$ cat config.mk
export PLATFORM = sky130hd
export DESIGN_NAME = if_fetch_queue_flat
export DESIGN_NICKNAME = d
export VERILOG_FILES = /design/src/rtl/if_fetch_queue_if.sv /design/src/rtl/if_fetch_queue.sv /design/src/flat_wrapper.sv
export SDC_FILE = /design/constraint.sdc
export NUM_CORES = 1
export LEC_CHECK = 0
export BUFFER_PORTS_ARGS = -buffer_cell sky130_fd_sc_hd__buf_2
export CAP_MARGIN = 20
export CORE_MARGIN = 1
export CORE_UTILIZATION = 45
export CTS_CLUSTER_DIAMETER = 100
export DETAILED_ROUTE_END_ITERATION = 10
export GPL_ROUTABILITY_DRIVEN = 0
export GPL_TIMING_DRIVEN = 0
export PLACE_DENSITY = 0.68
export SYNTH_ARGS = -nofsm -noshare
export SYNTH_HDL_FRONTEND = slang
export SYNTH_SLANG_ARGS = --single-unit
export TNS_END_PERCENT = 20
$ cat constraint.sdc
create_clock -name clk -period 7 [get_ports clk]
set_input_delay 0.35 -clock clk [delete_from_list [all_inputs] [get_ports clk]]
set_output_delay 0.35 -clock clk [all_outputs]
set_load 0.05 [all_outputs]
$ cat src/rtl/if_fetch_queue_if.sv
// if_fetch_queue_if: bundles the instruction-memory, EX redirect, ID handshake and performance
// counter signals of the fetch queue.
//   master : fetch-queue side (drives imem_*, id_valid/pc/instr, perf_*)
//   slave  : environment side (drives imem_resp/rdata, redirect_*, id_ready)
interface if_fetch_queue_if;
   logic [31:0] imem_address;
   logic        imem_read;
   logic        imem_resp;
   logic [31:0] imem_rdata;
   logic        redirect_valid;
   logic [31:0] redirect_pc;
   logic        id_valid;
   logic [31:0] id_pc;
   logic [31:0] id_instr;
   logic        id_ready;
   logic [31:0] perf_fetch_cnt;
   logic [31:0] perf_stall_cnt;
   logic [31:0] perf_flush_cnt;

   modport master (
      output imem_address, imem_read,
      input  imem_resp, imem_rdata,
      input  redirect_valid, redirect_pc,
      output id_valid, id_pc, id_instr,
      input  id_ready,
      output perf_fetch_cnt, perf_stall_cnt, perf_flush_cnt
   );

   modport slave (
      input  imem_address, imem_read,
      output imem_resp, imem_rdata,
      output redirect_valid, redirect_pc,
      input  id_valid, id_pc, id_instr,
      output id_ready,
      input  perf_fetch_cnt, perf_stall_cnt, perf_flush_cnt
   );
endinterface

$ cat src/rtl/if_fetch_queue.sv
// if_fetch_queue: instruction-fetch stage with a DEPTH-entry {pc, instr} buffer feeding ID.
// Owns the fetch PC, keeps at most one request outstanding to instruction memory, and flushes
// the buffer / squashes the in-flight fetch on an EX redirect.
// Ports:
//   clk  - clock, all state on rising edge
//   rst  - synchronous active-low reset
//   bus  - if_fetch_queue_if.master: imem request/response, redirect, ID valid/ready, perf counters
// Optional feature: define IF_PERF_CNT_EN to instantiate the three 32-bit performance counters;
// otherwise perf_* outputs are tied to zero.
module if_fetch_queue #(
   parameter logic [31:0] RESET_PC = 32'h4000_0000,
   parameter int unsigned DEPTH    = 2
) (
   input logic              clk,
   input logic              rst,
   if_fetch_queue_if.master bus
);

   localparam int unsigned PtrW = $clog2(DEPTH);
   localparam int unsigned CntW = $clog2(DEPTH + 1);

   typedef enum logic [1:0] {StFetch, StWait, StDrop} state_e;

   state_e          state_q, state_d;
   logic [31:0]     fetch_pc_q, fetch_pc_d;
   logic [31:0]     imem_addr_q, imem_addr_d;
   logic            imem_read_q, imem_read_d;
   logic [PtrW-1:0] rd_ptr_q, rd_ptr_d;
   logic [PtrW-1:0] wr_ptr_q, wr_ptr_d;
   logic [CntW-1:0] count_q, count_d;
   logic [31:0]     pc_mem_q    [DEPTH];
   logic [31:0]     instr_mem_q [DEPTH];

   logic            head_valid;
   logic            enq;
   logic            deq;
   logic [31:0]     redirect_tgt;
   logic            unused_rpc_lsbs;

   assign head_valid      = (count_q != '0);
   assign redirect_tgt    = {bus.redirect_pc[31:2], 2'b00};
   assign unused_rpc_lsbs = ^bus.redirect_pc[1:0];

   // Redirect wins: a same-cycle response is discarded and a same-cycle dequeue is dropped.
   assign enq = (state_q == StFetch) && bus.imem_resp && !bus.redirect_valid;
   assign deq = head_valid && bus.id_ready && !bus.redirect_valid;

   always_comb begin
      state_d    = state_q;
      fetch_pc_d = fetch_pc_q;
      rd_ptr_d   = rd_ptr_q;
      wr_ptr_d   = wr_ptr_q;
      count_d    = count_q;

      if (bus.redirect_valid) begin
         fetch_pc_d = redirect_tgt;
         rd_ptr_d   = '0;
         wr_ptr_d   = '0;
         count_d    = '0;
         unique case (state_q)
            // Without a response the old request is still in flight; wait it out in DROP.
            StFetch: state_d = bus.imem_resp ? StFetch : StDrop;
            StWait:  state_d = StFetch;
            StDrop:  state_d = StDrop;
            default: state_d = StFetch;
         endcase
      end else begin
         if (enq) begin
            wr_ptr_d   = wr_ptr_q + 1'b1;
            fetch_pc_d = fetch_pc_q + 32'd4;
         end
         if (deq) begin
            rd_ptr_d = rd_ptr_q + 1'b1;
         end
         count_d = count_q + CntW'(enq) - CntW'(deq);
         unique case (state_q)
            StFetch: if (count_d == CntW'(DEPTH)) state_d = StWait;
            StWait:  if (count_d <  CntW'(DEPTH)) state_d = StFetch;
            StDrop:  if (bus.imem_resp)           state_d = StFetch;
            default: state_d = StFetch;
         endcase
      end

      // Request outputs are registered off the next state; DROP keeps the squashed address
      // stable until its response arrives.
      imem_read_d = (state_d != StWait);
      imem_addr_d = (state_d == StDrop) ? imem_addr_q : fetch_pc_d;
   end

   always_ff @(posedge clk) begin
      if (!rst) begin
         state_q     <= StFetch;
         fetch_pc_q  <= RESET_PC;
         imem_addr_q <= RESET_PC;
         imem_read_q <= 1'b1;
         rd_ptr_q    <= '0;
         wr_ptr_q    <= '0;
         count_q     <= '0;
      end else begin
         state_q     <= state_d;
         fetch_pc_q  <= fetch_pc_d;
         imem_addr_q <= imem_addr_d;
         imem_read_q <= imem_read_d;
         rd_ptr_q    <= rd_ptr_d;
         wr_ptr_q    <= wr_ptr_d;
         count_q     <= count_d;
      end
   end

   // Storage needs no reset: reads are masked by count.
   always_ff @(posedge clk) begin
      if (enq) begin
         pc_mem_q[wr_ptr_q]    <= fetch_pc_q;
         instr_mem_q[wr_ptr_q] <= bus.imem_rdata;
      end
   end

   assign bus.imem_address = imem_addr_q;
   assign bus.imem_read    = imem_read_q;
   assign bus.id_valid     = head_valid;
   assign bus.id_pc        = head_valid ? pc_mem_q[rd_ptr_q]    : 32'd0;
   assign bus.id_instr     = head_valid ? instr_mem_q[rd_ptr_q] : 32'd0;

`ifdef IF_PERF_CNT_EN
   logic [31:0] perf_fetch_q;
   logic [31:0] perf_stall_q;
   logic [31:0] perf_flush_q;

   always_ff @(posedge clk) begin
      if (!rst) begin
         perf_fetch_q <= '0;
         perf_stall_q <= '0;
         perf_flush_q <= '0;
      end else begin
         if (enq)                           perf_fetch_q <= perf_fetch_q + 32'd1;
         if (head_valid && !bus.id_ready)   perf_stall_q <= perf_stall_q + 32'd1;
         if (bus.redirect_valid)            perf_flush_q <= perf_flush_q + 32'd1;
      end
   end

   assign bus.perf_fetch_cnt = perf_fetch_q;
   assign bus.perf_stall_cnt = perf_stall_q;
   assign bus.perf_flush_cnt = perf_flush_q;
`else
   assign bus.perf_fetch_cnt = 32'd0;
   assign bus.perf_stall_cnt = 32'd0;
   assign bus.perf_flush_cnt = 32'd0;
`endif

endmodule

$ cat src/flat_wrapper.sv
// flat-port wrapper written by rule: the top's interface ports become plain ports
module if_fetch_queue_flat 
#(
   parameter logic [31:0] RESET_PC = 32'h4000_0000,
   parameter int unsigned DEPTH    = 2
)
  (clk, rst, bus_imem_address, bus_imem_read, bus_imem_resp, bus_imem_rdata, bus_redirect_valid, bus_redirect_pc, bus_id_valid, bus_id_pc, bus_id_instr, bus_id_ready, bus_perf_fetch_cnt, bus_perf_stall_cnt, bus_perf_flush_cnt);
  if_fetch_queue_if bus_i ();
  input logic clk;
  input logic rst;
  output wire logic [$bits(bus_i.imem_address)-1:0] bus_imem_address;
  output wire logic [$bits(bus_i.imem_read)-1:0] bus_imem_read;
  input wire logic [$bits(bus_i.imem_resp)-1:0] bus_imem_resp;
  input wire logic [$bits(bus_i.imem_rdata)-1:0] bus_imem_rdata;
  input wire logic [$bits(bus_i.redirect_valid)-1:0] bus_redirect_valid;
  input wire logic [$bits(bus_i.redirect_pc)-1:0] bus_redirect_pc;
  output wire logic [$bits(bus_i.id_valid)-1:0] bus_id_valid;
  output wire logic [$bits(bus_i.id_pc)-1:0] bus_id_pc;
  output wire logic [$bits(bus_i.id_instr)-1:0] bus_id_instr;
  input wire logic [$bits(bus_i.id_ready)-1:0] bus_id_ready;
  output wire logic [$bits(bus_i.perf_fetch_cnt)-1:0] bus_perf_fetch_cnt;
  output wire logic [$bits(bus_i.perf_stall_cnt)-1:0] bus_perf_stall_cnt;
  output wire logic [$bits(bus_i.perf_flush_cnt)-1:0] bus_perf_flush_cnt;
  assign bus_imem_address = bus_i.imem_address;
  assign bus_imem_read = bus_i.imem_read;
  assign bus_i.imem_resp = bus_imem_resp;
  assign bus_i.imem_rdata = bus_imem_rdata;
  assign bus_i.redirect_valid = bus_redirect_valid;
  assign bus_i.redirect_pc = bus_redirect_pc;
  assign bus_id_valid = bus_i.id_valid;
  assign bus_id_pc = bus_i.id_pc;
  assign bus_id_instr = bus_i.id_instr;
  assign bus_i.id_ready = bus_id_ready;
  assign bus_perf_fetch_cnt = bus_i.perf_fetch_cnt;
  assign bus_perf_stall_cnt = bus_i.perf_stall_cnt;
  assign bus_perf_flush_cnt = bus_i.perf_flush_cnt;
  if_fetch_queue #(.RESET_PC(RESET_PC), .DEPTH(DEPTH)) u_core (.clk(clk), .rst(rst), .bus(bus_i));
endmodule
==> results of run 1 <==
## kinds of logic (layout without fill, tap and decap cells)
| kind of cell | count (synthesis) | after routing | synth area share (%) |
|---|---|---|---|
| AND/OR/NAND/NOR | 223 | 223 | 12.2 |
| flip-flops | 200 | 200 | 60.4 |
| buffers and inverters | 140 | 339 | 10.6 |
| multiplexers | 73 | 73 | 8.36 |
| AO/OA/AOI/OAI | 64 | 64 | 4.68 |
| XOR/XNOR | 33 | 33 | 3.31 |
| adder cells (fa/ha/maj) | 3 | 3 | 0.429 |
| other | 1 | 96 | 0.0429 |
## power groups by stage
| stage | sequential [µW] | clock [µW] | combinational, µW |
|---|---|---|---|
| after global routing | 1340 | 1060 | 469 |
| after global placement | 1370 | 0 | 433 |
| final | 1340 | 993 | 443 |
| after floorplan | 1410 | 0 | 299 |
| after CTS | 1340 | 1000 | 442 |
| after detailed placement | 1360 | 0 | 440 |
## critical path: stages, from the launching register on
cell and delay (ns):
dfxtp_1 0.31, clkbuf_1 0.51, buf_1 0.61, mux2i_1 0.19, nor2_1 0.16, buf_2 0.29
## layout make-up
| cell class | instances | area (µm²) | area share, % |
|---|---|---|---|
| timing repair buffer | 167 | 896 | 8.18 |
| inverter | 11 | 41.3 | 0.377 |
| buffer | 129 | 883 | 8.07 |
| multi-input combinational | 492 | 2900 | 26.5 |
| clock buffer | 23 | 543 | 4.96 |
| sequential | 200 | 5290 | 48.3 |
| clock inverter | 9 | 70.1 | 0.640 |
| tap | 260 | 325 | 2.97 |
## worst paths after layout
kind | cells past startpoint | endpoint | slack [ns] | from
max reg2reg | 6 | u_core.bus.imem_address[26]$_SDFFE_PN0P_ | 4.30 | u_core.fetch_pc_q[4]$_SDFF_PN0_
min reg2reg | 2 | u_core.bus.imem_address[2]$_SDFFE_PN0P_ | 0.46 | u_core.bus.imem_address[2]$_SDFFE_PN0P_
max | 5 | bus_id_pc[15] | 4.15 | flip-flop
min | 1 | u_core.instr_mem_q[0][4]$_DFFE_PP_ | 0.10 | bus_imem_rdata[4]
## metal layers
metal / up-vias / global-route usage [%]
met5: - / 0
met4: 2 / 7.19
met3: 21 / 4.29
met2: 247 / 33.1
met1: 2750 / 25.3
li1: 2966 / -
## cells in the mapped netlist, types with 16 or more instances
master,number
mux2i_1,73
nor2_1,101
o21ai_0,22
edfxtp_1,128
nand4_1,16
xnor2_1,16
buf_4,97
nand2_1,38
clkbuf_1,21
dfxtp_1,72
nand3_1,23
xor2_1,17
## registers in the layout, indices dropped and copies added (netlist names), named ones only
register and flops:
u_core.instr_mem_q 64, u_core.pc_mem_q 64, u_core.bus.imem_address 32, u_core.fetch_pc_q 32
u_core.count_q 2, u_core.state_q 2, u_core.bus.imem_read 1, u_core.rd_ptr_q 1
u_core.wr_ptr_q 1
## metrics by stage
stage               setup WS, ns  power, µW  hold WS, ns
floorplan                   2.81       1710        0.418
global placement           0.974       1800        0.442
detailed placement          4.31       1800        0.446
CTS                         4.06       2780       0.0827
global route                3.97       2870       0.0732
finish                      4.15       2780        0.100
==> summary.md, run 1 <==
| Metric | Value |
|---|---|
| Status | completed |
| Fill count | about 1.6k |
| Seq pwr share | 48.3% |
| Initial antenna violation count | 1 |
| # resized after CTS | 0 |
| Count of input and output buffers | approximately 160 |
| Routed Antenna Nets | 0 |
| DR iter-0 viols | a little under 400 |
| Crit-path max FO | 10 |
| Most frequent cells in the layout | buf_2, edfxtp_1, nor2_1 |
| Avg Cell Area, Syn | roughly 12 µm² |
| Met2 WL | ~9.3 mm |
| Reg clk slew, reported paths | approximately 0.070 ns |
| Crit path launch type | flip-flop |
| Ys Warns | 0 |
| Power Internal | 1990 µW |
| Vias in the first global route | 5540 |
| Row cnt | 50 |
| Final core occ | 57.9% |
| FMAX | 0.351 GHz |
| Comb pwr share | between 10% and 20% |
| Post-Synthesis Cells | around 740 |
| Setup TNS | 0 ns |
| Synth async-reset ratio | 0% |
| Synth cell types | 44 |
| Worst Path Arrival | approximately 2.5 ns |
| Clock Skew | 0.0131 ns |
| First-pass GRT wire length | roughly 30 mm |
| Drt pass-1 iters | 5 |
| CTS max path bufs | 2 |
| Seq/Total Area, Yosys | 60.4% |
| Initial core utilization | between 40% and 50% |
| Synth area leaders | edfxtp_1, dfxtp_1, mux2i_1 |
| Root buffer cell | clkbuf_16 |
| Pleak | ~0.0047 µW |
| EDFF count, synth | roughly 130 |
| Critical Path Sink Type | output port |
| Layout cells sized above 1 | between 20 and 30% |
| Hold_buf cts | 0 |
| Commonest non-fill, non-tap cell in the layout | buf_2 |
| Die height | 141 µm |
| Final setup viols | 0 |
| Max-cap violations | 0 |
| Area Overhead vs Synth | 25.2% |
| Hpwl dp | 14.3 mm |
| Slew @ Worst Pin | approximately 1.1 ns |
| Via Count | ~6k |
| Final Max Slew Viols | 0 |
| H-Tree Depth | 4 |
| Req. time, crit path | around 6.7 ns |
| Peak supply drop | about 0.19 mV |
| Final cycle utilization of the critical path | between 40% and 50% |
| Io pins | 263 |
| Total net switching power | between 700 and 800 µW |
| Non-filler cells, final | around 1.3k |
| DR WL/cell | roughly 15 µm |
| Clock power share | a little over a third |
| Predominant post-synthesis flop cell | edfxtp_1 |
| CTS tree | built |
| Fin crit period | between 2 and 3 ns |
| RSZ-0062 raised after global routing | no |
| Die area | about 20000 µm² |
| Highest routed layer | met5 |
| Post-Place Cells | 1259 |
| Final Hold Viols | 0 |
| Antenna Cells | 0 |
| Met3 routed WL | 1.31 mm |
| Core area | 18900 µm² |
| Critical path type | flip-flop to output port |
| Clock Latency Late Sink | 0.44 ns |
| Grt ovf | 0 |
| Routed WL | a little under 20 mm |
| Post-DP Area | about 10000 µm² |
| Cell Pwr Density | roughly 250 nW/µm² |
| Worst Hold Class | input pin to flip-flop |
| Routed met1 length | about 8.7 mm |
| Pin count of the biggest net entering global routing | 55 |
| Switching share of power | 28.2% |
| Total GRT Usage | about 20% |
| Top-area cell type share of the netlist area | 44.0% |
| DRC | 0 |
| Largest area contributor in the netlist | edfxtp_1 |
| CTS buffer count | 17 |
| Rel. slew slack | 28.0% |
| Vias per inst | between 4 and 5 |
| Yosys reg bits | 200 |
| NumNets Final | 1090 |
| Mapped Area | between 8000 and 9000 µm² |
| Die X | approximately 140 µm |
| Setup bufs post-CTS | 0 |
| Final instance area | approximately 11000 µm² |
| Clock sink count | 200 |
No activity file was read; power rests on OpenSTA's default activity.
==> run 2: changes to the inputs <==
--- a/config.mk
+++ b/config.mk
@@ -13,7 +13,7 @@
 export DETAILED_ROUTE_END_ITERATION = 10
 export GPL_ROUTABILITY_DRIVEN = 0
 export GPL_TIMING_DRIVEN = 0
-export PLACE_DENSITY = 0.68
+export PLACE_DENSITY = 0.71
 export SYNTH_ARGS = -nofsm -noshare
 export SYNTH_HDL_FRONTEND = slang
 export SYNTH_SLANG_ARGS = --single-unit
==> constraint.sdc (replaced) <==
create_clock -name clk -period 2.4 [get_ports clk]
set_input_delay 0.12 -clock clk [delete_from_list [all_inputs] [get_ports clk]]
set_output_delay 0.12 -clock clk [all_outputs]
set_load 0.05 [all_outputs]
==> run 2 against run 1 <==
  * Die area stayed put
  * Non-clock buffer count up 46
  * Worst setup slack worse by 4.1 ns
  * Wire length grew 3.6%
  * First-iteration DRC count up 8.3%
  * Cell area rose by 4.3%
  * Global-route usage is 0.60 points higher
  * Cell count rose by 3.6%
  * Sequential share of layout area fell by 2.0 points
  * Register-to-register slack worse by 4.3 ns
  * Clock skew rose by 0.0023 ns
  * Largest cell class unchanged
==> summary.md, run 2 (synthesis gave the netlist of run 1 again) <==
| Metric | Value |
|---|---|
| Setup bufs post-CTS | 0 (unchanged) |
| Rel. slew slack | 57.6% (+30 points) |
| NumNets Final | 1137 (+4.3%) |
| Post-DP Area | 10300 µm² (-0.27%) |
| First-pass GRT wire length | 31.1 mm (+5.1%) |
| CP max-delay cell | or4_4 |
| Grt ovf | 0 (unchanged) |
| Crit path launch type | flip-flop |
| Final cycle utilization of the critical path | 98.6% |
| Most frequent cells in the layout | buf_2, edfxtp_1, nor2_1 |
| H-Tree Depth | 4 (unchanged) |
| CTS max path bufs | 2 (unchanged) |
| M1 GR Usage | 25.8% (+0.48 points) |
| Crit-path max FO | 10 (unchanged) |
| Status | completed |
| Total GRT Usage | 20.4% (+0.60 points) |
| Final Max Slew Viols | 0 (unchanged) |
| Fin crit period | 2.37 ns |
| Critical path type | flip-flop to flip-flop |
| Count of input and output buffers | 164 (unchanged) |
| Peak supply drop | 0.501 mV (+160%) |
| Clock Skew | 0.0154 ns (+0.00230 ns) |
| Die height | 141 µm (unchanged) |
| Slew @ Worst Pin | 0.635 ns (-0.435 ns) |
| Cell Pwr Density | 700 nW/µm² (+180%) |
| Drt pass-1 iters | 5 (unchanged) |
| Max-cap violations | 0 (unchanged) |
| Hpwl dp | 14.1 mm (-1.4%) |
| Worst Hold Class | input pin to flip-flop |
| Reg clk slew, reported paths | 0.07 ns (about the same) |
| Critical Path Sink Type | flip-flop |
| Vias in the first global route | 5956 (+7.5%) |
| Commonest non-fill, non-tap cell in the layout | buf_2 |
| Layout cells sized above 1 | 29.7% (-0.19 points) |
| DR iter-0 viols | 419 (+8.3%) |
| DRC | 0 (unchanged) |
| Initial antenna violation count | 0 (-1) |
| Worst Path Arrival | 2.70 ns (+0.20 ns) |
| FF-to-FF setup slack | 0.03 ns (-4.27 ns) |
| DR WL/cell | 15.2 µm (about the same) |
| Pin count of the biggest net entering global routing | 65 (+18%) |
| Top Registers | u_core.instr_mem_q (64), u_core.pc_mem_q (64) |
| Final core occ | 60.4% (+2.5 points) |
| Initial core utilization | 46.3% (unchanged) |
| Routed WL | 20.3 mm (+3.6%) |
| Worst hold stages | 3 (+2) |
| CTS tree | built |
| Vias per inst | 4.66 (+0.40%) |
| Row cnt | 50 (unchanged) |
| Crit-path max cell delay | 0.58 ns (-0.03 ns) |
| Io pins | 263 (unchanged) |
| Met3 Use GR | 4.32% (+0.034 points) |
| WHS Endpoint | u_core.fetch_pc_q[13]$_SDFF_PN0_ |
| Pleak | 0.00498 µW (+5.0%) |
| Final Hold Viols | 0 (unchanged) |
| Antenna Cells | 0 (unchanged) |
| Reg2reg end | u_core.bus.imem_address[16]$_SDFFE_PN0P_ |
| Worst R2R Start | u_core.state_q[0]$_SDFF_PN0_ |
| Critical path startpoint | u_core.state_q[0]$_SDFF_PN0_ |
| Die area | 20000 µm² (unchanged) |
| RSZ-0062 raised after global routing | yes |
| Busiest grt layer | met2 |
| CTS buffer count | 17 (unchanged) |
| Via Count | 6229 (+4.1%) |
| Final setup viols | 0 (unchanged) |
| Final WS setup | 0.0324 ns (-4.12 ns) |
| Core area | 18900 µm² (unchanged) |
| Routed Antenna Nets | 0 (unchanged) |
| FMAX | roughly 0.42 GHz |
| Area Overhead vs Synth | 30.6% |
| GR Util met2 | 35.0% (+1.9 points) |
| CP Cell Sequence | or4b_1, buf_6, or4_4, nor2_1, xor2_1, o211a_1, o21a_1 |
| Req. time, crit path | 2.73 ns (-3.92 ns) |
| R2R depth | 7 (+1) |
| Clock sink count | 200 (unchanged) |
| Final instance area | 11400 µm² (+4.3%) |
| Setup WS pre-CTS | -0.292 ns (-4.61 ns) |
| Hold wc startpoint | bus_redirect_pc[13] |
| Clock Latency Late Sink | 0.43 ns (about the same) |
| Root buffer cell | clkbuf_16 |
| Die X | 141 µm (unchanged) |
[run 2: cell count changes in the layout (fill, tap and decap cells not counted), sizes merged]
cell         before  now
clkinv            7    4
dlygate4sd3       0   48
clkbuf           45   43
and3             13   14
bufinv            1    0
inv              12   17
buf             274  273
[run 2: layout make-up]
cell class | count | area, µm²
Tap cell | 260 | 325
Fill cell | 1584 | 7480
Multi-Input combinational cell | 493 | 2960
Inverter | 11 | 41.3
Buffer | 128 | 890
Clock buffer | 22 | 485
Sequential cell | 200 | 5290
Clock inverter | 10 | 80.1
Timing Repair Buffer | 214 | 1350
[run 2: worst max path at each step]
stage	to	depth (start not counted)
after floorplan	u_core.instr_mem_q[1][0]$_DFFE_PP_	3
after global placement	u_core.instr_mem_q[1][9]$_DFFE_PP_	5
after detailed placement	u_core.instr_mem_q[1][14]$_DFFE_PP_	5
after CTS	u_core.bus.imem_address[20]$_SDFFE_PN0P_	7
after global routing	u_core.bus.imem_address[24]$_SDFFE_PN0P_	7
final	u_core.bus.imem_address[16]$_SDFFE_PN0P_	7
[run 2: metal layers]
metal	wire, µm	up-vias
met4	356	0
met1	8710	2881
met2	9930	263
met3	1290	28
met5	0	-
li1	-	3057
[run 2: what timing repair did]
action / in CTS / in global routing
pin swaps: 1 / 3
hold endpoints to repair: 84 / 0
cloned: 0 / 1
gates resized for setup: 11 / 7
hold buffers: 48 / 0
setup endpoints to repair: 139 / 75
[run 2: worst max-delay path, delay by kind of cell, from the launching register on]
family / cells / cell delay (ns)
compound gates: 2 / 0.39
xor+xnor: 1 / 0.11
buf+inv: 1 / 0.17
flops: 1 / 0.34
simple gates: 3 / 1.26
[run 2: where the power goes]
group          switching (µW)  total (µW)  internal [µW]  leakage [µW]
logic                     959        1360            398       0.00294
clock network            1260        2720           1470      0.000281
registers                95.8        3910           3810       0.00176
total                    2310        7990           5680       0.00498
[run 2: stage by stage]
stage                     TNS, ns  std cells  power [µW]  hold WS (ns)
final                           0       1338        7990        0.0154
after global routing      -0.0882       1338        8280        0.0200
after CTS                 -0.0310       1337        8020       0.00202
after detailed placement   -19.73       1258        5260         0.311
after global placement    -156.52       1256        5240         0.308
after floorplan            -35.08        832        4970         0.219
==> run 3: changes to the inputs <==
--- a/config.mk
+++ b/config.mk
@@ -14,6 +14,7 @@
 export GPL_ROUTABILITY_DRIVEN = 0
 export GPL_TIMING_DRIVEN = 0
 export PLACE_DENSITY = 0.71
+export RECOVER_POWER = 100
 export SYNTH_ARGS = -nofsm -noshare
 export SYNTH_HDL_FRONTEND = slang
 export SYNTH_SLANG_ARGS = --single-unit
==> run 3 against run 2 <==
  * Sequential power hardly changed
  * First-iteration DRC count is 3.6% lower
  * Die area stayed put
  * Global-route usage stayed put
  * Combinational power hardly changed
  * Sequential cell count stayed put
  * Wire length is 0.12% lower
  * Count of clock-buffer cells in the layout stayed put
  * Non-clock buffer count stayed put
  * Hold slack worse by 0.0056 ns
  * Clock power hardly changed
==> summary.md, run 3 (synthesis gave the netlist of run 1 again) <==
| Metric | Value |
|---|---|
| Status | completed |
| Core area | 18900 µm² (unchanged) |
| CTS tree | built |
| H-Tree Depth | 4 (unchanged) |
| Crit path launch type | flip-flop |
| Drt pass-1 iters | 7 (+2) |
| WP buf/inv | 1 (unchanged) |
| Total GRT Usage | 20.4% (unchanged) |
| Clock Skew | 0.0155 ns (+0.0000985 ns) |
| Routed Antenna Nets | 0 (unchanged) |
| Worst Path Arrival | 2.70 ns (about the same) |
| Grt ovf | 0 (unchanged) |
| Die height | 141 µm (unchanged) |
| Cell Pwr Density | 702 nW/µm² (+0.39%) |
| Setup WS pre-CTS | -0.292 ns (unchanged) |
| Clock Latency Late Sink | 0.43 ns (about the same) |
| Setup TNS | 0 ns (unchanged) |
| Fill count | 1614 (+1.9%) |
| NumNets Final | 1137 (unchanged) |
| First-pass GRT wire length | 31.1 mm (unchanged) |
| Via Count | 6205 (-0.39%) |
| Row cnt | 50 (unchanged) |
| Most frequent cells in the layout | edfxtp_1, buf_2, nor2_1 |
| Vias per inst | 4.64 (-0.39%) |
| Peak supply drop | 0.501 mV (-0.10%) |
| Vias in the first global route | 5956 (unchanged) |
| Die area | 20000 µm² (unchanged) |
| Req. time, crit path | 2.73 ns (about the same) |
| Final setup viols | 0 (unchanged) |
| Pleak | 0.00478 µW (-3.9%) |
| Clock sink count | 200 (unchanged) |
| Final cycle utilization of the critical path | 98.8% (+0.14 points) |
| Top Registers | u_core.instr_mem_q (64), u_core.pc_mem_q (64) |
| Worst Hold Class | input pin to flip-flop |
| Layout cells sized above 1 | 24.3% (-5.4 points) |
| Root buffer cell | clkbuf_16 |
| Area Overhead vs Synth | 29.8% |
| Die X | 141 µm (unchanged) |
| Critical path type | flip-flop to flip-flop |
| Reg clk slew, reported paths | 0.07 ns (about the same) |
| CP max-delay cell | or4_4 |
| Rel. slew slack | 57.5% (-0.12 points) |
| DR iter-0 viols | 404 (-3.6%) |
| Register Area | 5290 µm² (unchanged) |
| Area of the multi-input gates | 2960 µm² (unchanged) |
| Crit-path max FO | 10 (unchanged) |
| Max-cap violations | 0 (unchanged) |
| Final core occ | 60.0% (-0.38 points) |
| CTS buffer count | 17 (unchanged) |
| CP Cell Sequence | or4b_1, buf_6, or4_4, nor2_1, xor2_1, o211a_1, o21a_1 |
| Routed WL | 20.3 mm (-0.12%) |
| Initial core utilization | 46.3% (unchanged) |
| Critical Path Sink Type | flip-flop |
| Final Max Slew Viols | 0 (unchanged) |
| Hpwl dp | 14.1 mm (unchanged) |
| Antenna Cells | 0 (unchanged) |
| CP top delay family | simple AND/OR/NAND/NOR gates |
| RSZ-0062 raised after global routing | yes |
| DRC | 0 (unchanged) |
| Final Hold Viols | 0 (unchanged) |
| Initial antenna violation count | 0 (unchanged) |
| Fin crit period | 2.37 ns (+0.00333 ns) |
| Final WS setup | 0.0291 ns (-0.00333 ns) |
| Count of input and output buffers | 164 (unchanged) |
| FMAX | 0.422 GHz (-0.14%) |
| Crit-path max cell delay | 0.58 ns (about the same) |
| Overall power | 7970 µW (-0.25%) |
| Commonest non-fill, non-tap cell in the layout | edfxtp_1 |
| Slew @ Worst Pin | 0.640 ns (+0.00461 ns) |
| Final hold slack | 0.00984 ns (-0.00556 ns) |
| DR WL/cell | 15.1 µm (-0.12%) |
| Pin count of the biggest net entering global routing | 65 (unchanged) |
| CTS max path bufs | 2 (unchanged) |
| Io pins | 263 (unchanged) |
run 3: cell types whose count changed in the layout (fill, tap and decap cells not counted), sizes merged:
| cell | before | now |
|---|---|---|
| buf | 273 | 215 |
| clkbuf | 43 | 101 |
run 3: cell type report:
| class | instances | area share (%) |
|---|---|---|
| sequential | 200 | 46.6 |
| multi-input combinational | 493 | 26.1 |
| timing repair buffer | 214 | 11.2 |
| buffer | 128 | 7.84 |
| clock buffer | 22 | 4.28 |
| tap | 260 | 2.87 |
| clock inverter | 10 | 0.706 |
| inverter | 11 | 0.364 |
run 3: per-layer routing:
metal	global-route usage, %	vias to the layer above	part of all wire [%]
li1	-	3058	-
met4	6.40	0	1.6
met3	4.32	24	6.6
met1	25.8	2860	42
met2	35.0	263	49
met5	0	-	0
run 3: worst paths after layout:
| kind | slack [ns] | endpoint | start | cells past startpoint |
|---|---|---|---|---|
| hold reg to reg | 0.46 | u_core.bus.imem_address[5]$_SDFFE_PN0P_ | u_core.bus.imem_address[5]$_SDFFE_PN0P_ | 2 |
| setup / recovery | 0.03 | u_core.bus.imem_address[16]$_SDFFE_PN0P_ | u_core.state_q[0]$_SDFF_PN0_ | 7 |
| setup reg to reg | 0.03 | u_core.bus.imem_address[16]$_SDFFE_PN0P_ | u_core.state_q[0]$_SDFF_PN0_ | 7 |
| hold / removal | 0.01 | u_core.fetch_pc_q[13]$_SDFF_PN0_ | bus_redirect_pc[13] | 3 |
run 3: power breakdown:
group / switching (µW) / total [µW] / internal, µW
logic: 959 / 1340 / 381
clock network: 1250 / 2720 / 1470
registers: 96.5 / 3910 / 3810
total: 2310 / 7970 / 5660
run 3: worst reg2reg max path: cells and delay by family (launching register included):
family                    cells  cell delay, ns
xor gates and xnor gates      1            0.11
DFF                           1            0.34
AOI/OAI and AO/OA             2            0.39
buffers and inverters         1            0.17
and+or+nand+nor               3            1.26
run 3: per-stage QoR:
step | cell area (µm²) | std cells
2_1_floorplan | 9110 | 832
3_3_place_gp | 10300 | 1256
3_5_place_dp | 10300 | 1258
4_1_cts | 11400 | 1337
5_1_grt | 11300 | 1338
6_report | 11300 | 1338
run 3: repair_timing:
action	4_1_cts	5_1_grt
hold buffers	48	0
endpoints found under the hold margin	84	0
endpoints found under the setup margin	139	75
pin swaps	1	3
buffers inserted	0	0
gates cloned	0	1
gates resized for setup	11	7
